--- config.mk ---
export PLATFORM = sky130hd
export DESIGN_NAME = fft_scale_history_tracker
export DESIGN_NICKNAME = d
export VERILOG_FILES = /design/src/rtl/fft_scale_history_tracker.sv
export SDC_FILE = /design/constraint.sdc
export NUM_CORES = 1
export LEC_CHECK = 0
export ABC_AREA = 0
export BUFFER_PORTS_ARGS = -buffer_cell sky130_fd_sc_hd__clkbuf_2
export CORE_MARGIN = 2
export CORE_UTILIZATION = 40
export CTS_CLUSTER_DIAMETER = 50
export DETAILED_ROUTE_END_ITERATION = 16
export GPL_TIMING_DRIVEN = 0
export HOLD_SLACK_MARGIN = 0.15
export PLACE_DENSITY = 0.64
export SLEW_MARGIN = 25
export SYNTH_ARGS = -nofsm -noshare
export SYNTH_HDL_FRONTEND = slang
export SYNTH_SLANG_ARGS = --single-unit
--- constraint.sdc ---
create_clock -name clk_i -period 2 [get_ports clk_i]
set_clock_uncertainty 0.05 [all_clocks]
set_input_delay 0.4 -clock clk_i [delete_from_list [all_inputs] [get_ports clk_i]]
set_output_delay 0.4 -clock clk_i [all_outputs]
set_load 0.01 [all_outputs]
--- src/rtl/fft_scale_history_tracker.sv ---
// Block-floating-point scale tracker: per-frame shift/overflow accumulation with a registered
// summary port. Per-channel shift history and its read port exist only with FFT_SCALE_HISTORY_EN.
module fft_scale_history_tracker #(
    parameter int NUM_CHANNELS = 4,
    parameter int MAX_STAGES   = 16,
    parameter int SHIFT_WIDTH  = 2,
    parameter int SCALE_WIDTH  = 8,
    parameter int COUNT_WIDTH  = 8,
    parameter int MAG_WIDTH    = 8
) (
    input  logic                            clk_i,
    input  logic                            reset_n_i,
    input  logic                            frame_start_i,
    input  logic [$clog2(NUM_CHANNELS)-1:0] frame_chan_i,
    input  logic                            track_en_i,
    input  logic                            stage_valid_i,
    input  logic [SHIFT_WIDTH-1:0]          stage_shift_i,
    input  logic                            stage_ovf_i,
    input  logic [MAG_WIDTH-1:0]            stage_mag_i,
    input  logic                            frame_end_i,
    output logic                            result_valid_o,
    input  logic                            result_ready_i,
    output logic [$clog2(NUM_CHANNELS)-1:0] result_chan_o,
    output logic [SCALE_WIDTH-1:0]          result_scale_o,
    output logic [COUNT_WIDTH-1:0]          result_stages_o,
    output logic [COUNT_WIDTH-1:0]          result_ovf_count_o,
    output logic [MAG_WIDTH-1:0]            result_max_mag_o,
    output logic                            result_sat_o,
    input  logic                            hist_rd_en_i,
    input  logic [$clog2(NUM_CHANNELS)-1:0] hist_rd_chan_i,
    input  logic [$clog2(MAX_STAGES)-1:0]   hist_rd_stage_i,
    output logic                            hist_rd_valid_o,
    output logic [SHIFT_WIDTH-1:0]          hist_rd_shift_o,
    output logic                            busy_o,
    output logic                            err_o
);
    localparam int CHAN_W  = $clog2(NUM_CHANNELS);
    localparam int STAGE_W = $clog2(MAX_STAGES);
`ifdef FFT_SCALE_HISTORY_EN
    localparam bit HIST_EN = 1'b1;
`else
    localparam bit HIST_EN = 1'b0;
`endif

    typedef enum logic [1:0] {IDLE = 2'd0, TRACK = 2'd1, DONE = 2'd2} state_t;

    state_t                 state_r;
    logic [CHAN_W-1:0]      chan_r;
    logic [SCALE_WIDTH-1:0] scale_r;
    logic [COUNT_WIDTH-1:0] stages_r;
    logic [COUNT_WIDTH-1:0] ovf_count_r;
    logic [MAG_WIDTH-1:0]   max_mag_r;
    logic                   sat_r;
    logic                   err_r;

    logic [SCALE_WIDTH:0]   scale_sum_s;
    logic                   start_s;
    logic                   stage_s;
    logic                   hist_full_s;
    logic                   hist_we_s;
    logic                   err_s;

    // Event decode; a start in TRACK pre-empts any stage seen in the same cycle
    always_comb begin
        scale_sum_s = {1'b0, scale_r} + (SCALE_WIDTH+1)'(stage_shift_i);
        hist_full_s = (stages_r >= COUNT_WIDTH'(MAX_STAGES));
        start_s     = frame_start_i && track_en_i &&
                      ((state_r == IDLE) || (state_r == TRACK) ||
                       ((state_r == DONE) && result_ready_i));
        stage_s     = (state_r == TRACK) && stage_valid_i && !frame_start_i;
        hist_we_s   = stage_s && !hist_full_s;
        err_s       = 1'b0;
        case (state_r)
            IDLE:    err_s = stage_valid_i || frame_end_i;
            TRACK:   err_s = frame_start_i || (stage_s && hist_full_s && HIST_EN);
            DONE:    err_s = stage_valid_i || frame_end_i || (frame_start_i && !result_ready_i);
            default: err_s = 1'b0;
        endcase
    end

    // Frame FSM and summary accumulators
    always_ff @(posedge clk_i or negedge reset_n_i) begin
        if (!reset_n_i) begin
            state_r     <= IDLE;
            chan_r      <= {CHAN_W{1'b0}};
            scale_r     <= {SCALE_WIDTH{1'b0}};
            stages_r    <= {COUNT_WIDTH{1'b0}};
            ovf_count_r <= {COUNT_WIDTH{1'b0}};
            max_mag_r   <= {MAG_WIDTH{1'b0}};
            sat_r       <= 1'b0;
            err_r       <= 1'b0;
        end else begin
            err_r <= err_s;
            if (start_s) begin
                state_r     <= TRACK;
                chan_r      <= frame_chan_i;
                scale_r     <= {SCALE_WIDTH{1'b0}};
                stages_r    <= {COUNT_WIDTH{1'b0}};
                ovf_count_r <= {COUNT_WIDTH{1'b0}};
                max_mag_r   <= {MAG_WIDTH{1'b0}};
                sat_r       <= 1'b0;
            end else begin
                case (state_r)
                    IDLE:    state_r <= IDLE;
                    // a start without track enable abandons the frame entirely
                    TRACK:   state_r <= frame_start_i ? IDLE : (frame_end_i ? DONE : TRACK);
                    DONE:    state_r <= result_ready_i ? IDLE : DONE;
                    default: state_r <= IDLE;
                endcase
                if (stage_s) begin
                    if (scale_sum_s[SCALE_WIDTH]) begin
                        scale_r <= {SCALE_WIDTH{1'b1}};
                        sat_r   <= 1'b1;
                    end else begin
                        scale_r <= scale_sum_s[SCALE_WIDTH-1:0];
                    end
                    if (stages_r != {COUNT_WIDTH{1'b1}}) begin
                        stages_r <= stages_r + COUNT_WIDTH'(1'b1);
                    end
                    if (stage_ovf_i) begin
                        if (ovf_count_r != {COUNT_WIDTH{1'b1}}) begin
                            ovf_count_r <= ovf_count_r + COUNT_WIDTH'(1'b1);
                        end
                        if (stage_mag_i > max_mag_r) begin
                            max_mag_r <= stage_mag_i;
                        end
                    end
                end
            end
        end
    end

    assign result_valid_o     = (state_r == DONE);
    assign busy_o             = (state_r == TRACK);
    assign result_chan_o      = chan_r;
    assign result_scale_o     = scale_r;
    assign result_stages_o    = stages_r;
    assign result_ovf_count_o = ovf_count_r;
    assign result_max_mag_o   = max_mag_r;
    assign result_sat_o       = sat_r;
    assign err_o              = err_r;

`ifdef FFT_SCALE_HISTORY_EN
    logic [SHIFT_WIDTH-1:0] hist_mem_r [NUM_CHANNELS][MAX_STAGES];
    logic                   rd_valid_r;
    logic [SHIFT_WIDTH-1:0] rd_shift_r;

    // History storage; a same-cycle read sees the pre-write contents
    always_ff @(posedge clk_i or negedge reset_n_i) begin
        if (!reset_n_i) begin
            for (int c = 0; c < NUM_CHANNELS; c++) begin
                for (int s = 0; s < MAX_STAGES; s++) begin
                    hist_mem_r[c][s] <= {SHIFT_WIDTH{1'b0}};
                end
            end
            rd_valid_r <= 1'b0;
            rd_shift_r <= {SHIFT_WIDTH{1'b0}};
        end else begin
            if (hist_we_s) begin
                hist_mem_r[chan_r][stages_r[STAGE_W-1:0]] <= stage_shift_i;
            end
            rd_valid_r <= hist_rd_en_i;
            rd_shift_r <= hist_rd_en_i ? hist_mem_r[hist_rd_chan_i][hist_rd_stage_i]
                                       : {SHIFT_WIDTH{1'b0}};
        end
    end

    assign hist_rd_valid_o = rd_valid_r;
    assign hist_rd_shift_o = rd_shift_r;
`else
    logic unused_hist_s;
    assign unused_hist_s   = ^{hist_rd_en_i, hist_rd_chan_i, hist_rd_stage_i, hist_we_s};
    assign hist_rd_valid_o = 1'b0;
    assign hist_rd_shift_o = {SHIFT_WIDTH{1'b0}};
`endif

endmodule
==> results.ini <==
[route]
vias_per_cell=5.014
wl_um=4617
dr.pass1.iters=4
drt_iter0_drc=63
wl_per_cell_um=12.75
drc_errors=0
drtAntennaViolNets=0
vias=1815

[sta]
tightestPinTransition_ps=829.0
finalCriticalPeriod_ps=1860
drv_slew=0
fin_crit_sh_pct=92.98
setup_violations=0
timing.fmax_ghz=0.5377
hold_viol=0
slew_headroom_pct=44.73

[cts]
cts_buffers=5
clock-sinks=38
clock_path_buffers=2
clkLatencyLatePin_ps=280
cts_root_buffer=clkbuf_8
htreeDepth=2
cts_tree=built
cts.clk_slew.worst_paths_ps=70

[synth]
synth_flop_cell=dfrtp_1
yosysSeqAreaShare_pct=43.63
synth.distinct_cells=43
synth_common_cells=38 x dfrtp_1, 27 x inv_1, 27 x nand2_1, 17 x nand3_1, 16 x ha_1
synth_top_area_cell=dfrtp_1
synth_area_leaders=dfrtp_1 44%, ha_1 9.2%, inv_1 4.6%
synth_seq_cells=38
synth_enable_flop_cells=0
synthArstFlopShare_pct=100.0
synth.avg_cell_area_um2=9.818
synth_top_cell_area_share_pct=43.63
synth_area_um2=2180
netlist_instances=222
yosysMostFrequentCell=dfrtp_1
yosysWarnings=0

[cells_and_area]
drive_gt1_share_pct=31.51
n_fill_cell=476
register_area_um2=952.2
n_antenna_cell=0
final_cells=362
nets=336
syn_to_final_growth_pct=25.09
multiInputGateArea_um2=1141

[setup_path]
cpMaxStageDelayCell=fa_1
path_cells=ha_1 > inv_1 > fa_1 > nor3_2 > nand4_1 > nor3_1 > a211oi_1
rrSetupSlack_ps=140
startpoint_type=register
cp_max_fo=3
slowest_delay_ps=410
crit_type=register to register
cp.buffers_inverters=1
cp.arrival_ps=1980
critPathRequiredTime_ps=2120
worstSetupEndpointType=register
critPathTopFamily=simple AND/OR/NAND/NOR gates

[power]
p_comb_share_pct=14.7
p_int_w=0.001126
p_sw_w=0.0004193
vdd_drop_max_mv=0.3151
pwr-share-clk_pct=31.8
leakagePower_nw=1.394
powerDensity_nw_per_um2=566.7
power.total_w=0.001545
seq_power_share_pct=53.5
switching_share_pct=27.14

[place]
io_buffers=57
dp_hpwl_um=3435
gp_congestion=0.7745
dp_cells=351

[flow_run]
cap_violations=0

[die]
dieArea_um2=6055
start_util_pct=42.14
die_x_um=77.82
rows=26
die_h_um=77.82
core-area_um2=5172
io_pins=68

[outcome]
outcome=complete, no violations

[global_routing]
grt-ovfl-total=0
grt_max_degree=39
track_usage_pct=16.27
grt_pass1_wl_um=7790
first_global_vias=1655
antenna_found_initial=0

[hold_path]
hold_path.class=input pin to asynchronous set/reset pin

## registers in the layout, summed over array words and instances, names as in the netlist
register	flops
result_ovf_count_o	8
result_max_mag_o	8
err_o	1
state_r	2
result_stages_o	8
result_scale_o	8
result_chan_o	2
result_sat_o	1
## power by group through the flow
stage	clock, W	combinational, W	sequential [W]
6_report	0.000492	0.000226	0.000827
5_1_grt	0.000545	0.000264	0.000831
4_1_cts	0.000519	0.000223	0.000826
3_5_place_dp	0	0.000221	0.000840
3_3_place_gp	0	0.000216	0.000839
2_1_floorplan	0	0.000111	0.000850
## metrics by stage
stage / instance area, um^2 / setup WS, ps / TNS (ps) / util (%) / hold slack [ps]
after floorplan: 2187 / 147.1 / 0 / - / 54.41
after global placement: 2560 / -98.00 / -1022 / 49.49 / 406.3
after detailed placement: 2560 / -124.1 / -1161 / 49.49 / 411.6
after CTS: 2666 / 28.53 / 0 / 51.55 / 231.2
after global routing: 2726 / -55.24 / -115.9 / 52.71 / 226.2
final: 2726 / 140.4 / 0 / 52.71 / 163.1
## path summary, 6_finish.rpt
path / start / endpoint / cells past startpoint
max: result_scale_o[0]$_DFFE_PN0P_ / result_scale_o[6]$_DFFE_PN0P_ / 7
min reg2reg: result_sat_o$_DFFE_PN0P_ / result_sat_o$_DFFE_PN0P_ / 2
max reg2reg: result_scale_o[0]$_DFFE_PN0P_ / result_scale_o[6]$_DFFE_PN0P_ / 7
min: reset_n_i / result_max_mag_o[1]$_DFFE_PN0P_ / 1
max in group asynchronous: reset_n_i / state_r[0]$_DFF_PN0_ / 1
min in group clk_i: frame_chan_i[0] / result_chan_o[0]$_DFFE_PN0N_ / 3
## logic make-up (layout without fill, tap and decap cells)
family,Yosys count,count (layout),synth area share (%)
flip-flops,38,38,43.63
multiplexers,10,10,4.593
AO/OA/AOI/OAI,38,38,13.32
other,1,3,0.1721
buffers and inverters,34,102,6.659
AND/OR/NAND/NOR,77,77,18.71
XOR/XNOR,7,7,2.813
adder cells (fa/ha/maj),17,17,10.10
## layout by cell type (no fill, tap or decap), types with 3 or more instances in the layout
master,synthesis,final
nand2_1,27,27
nand3_1,17,15
o31ai_1,4,4
clkbuf_2,0,56
ha_1,16,15
o211ai_1,7,7
buf_4,4,8
mux2i_1,10,10
xnor2_1,5,5
o21ai_0,10,10
dfrtp_1,38,37
a21oi_1,6,6
clkbuf_8,0,5
nor2_1,10,9
nand4_1,4,4
inv_1,27,27
conb_1,1,3
## layout make-up
cell class | instances | area share [%]
repair buffers | 61 | 11.56
flip-flops and latches | 38 | 34.92
multi-input cells | 152 | 41.85
well taps | 70 | 3.212
clock buffers | 5 | 2.524
clock inverters | 2 | 0.3671
plain buffers | 7 | 1.836
inverters | 27 | 3.717
## worst register-to-register path, cell delays in order, from the launching register on
cell and delay, ps:
dfrtp_1 380, ha_1 180, inv_1 60, fa_1 410, nor3_2 300, nand4_1 150
nor3_1 150, a211oi_1 70
## layer usage
layer / wire [um] / share of wire (%) / global-route usage [%] / vias up
met2: 2273 / 49 / 26.12 / 40
met4: 57 / 1.2 / 5.893 / 0
met1: 2101 / 46 / 21.28 / 861
li1: - / - / - / 910
met5: 0 / 0 / 0 / -
met3: 184 / 4.0 / 3.953 / 4
## what timing repair did
item,CTS,global route
hold buffers,0,0
setup buffers,3,1
endpoints found under the setup margin,7,34
pin swaps,1,2
endpoints found under the hold margin,0,0
gates resized for setup,1,14
Power figures use the tool's default switching activity.
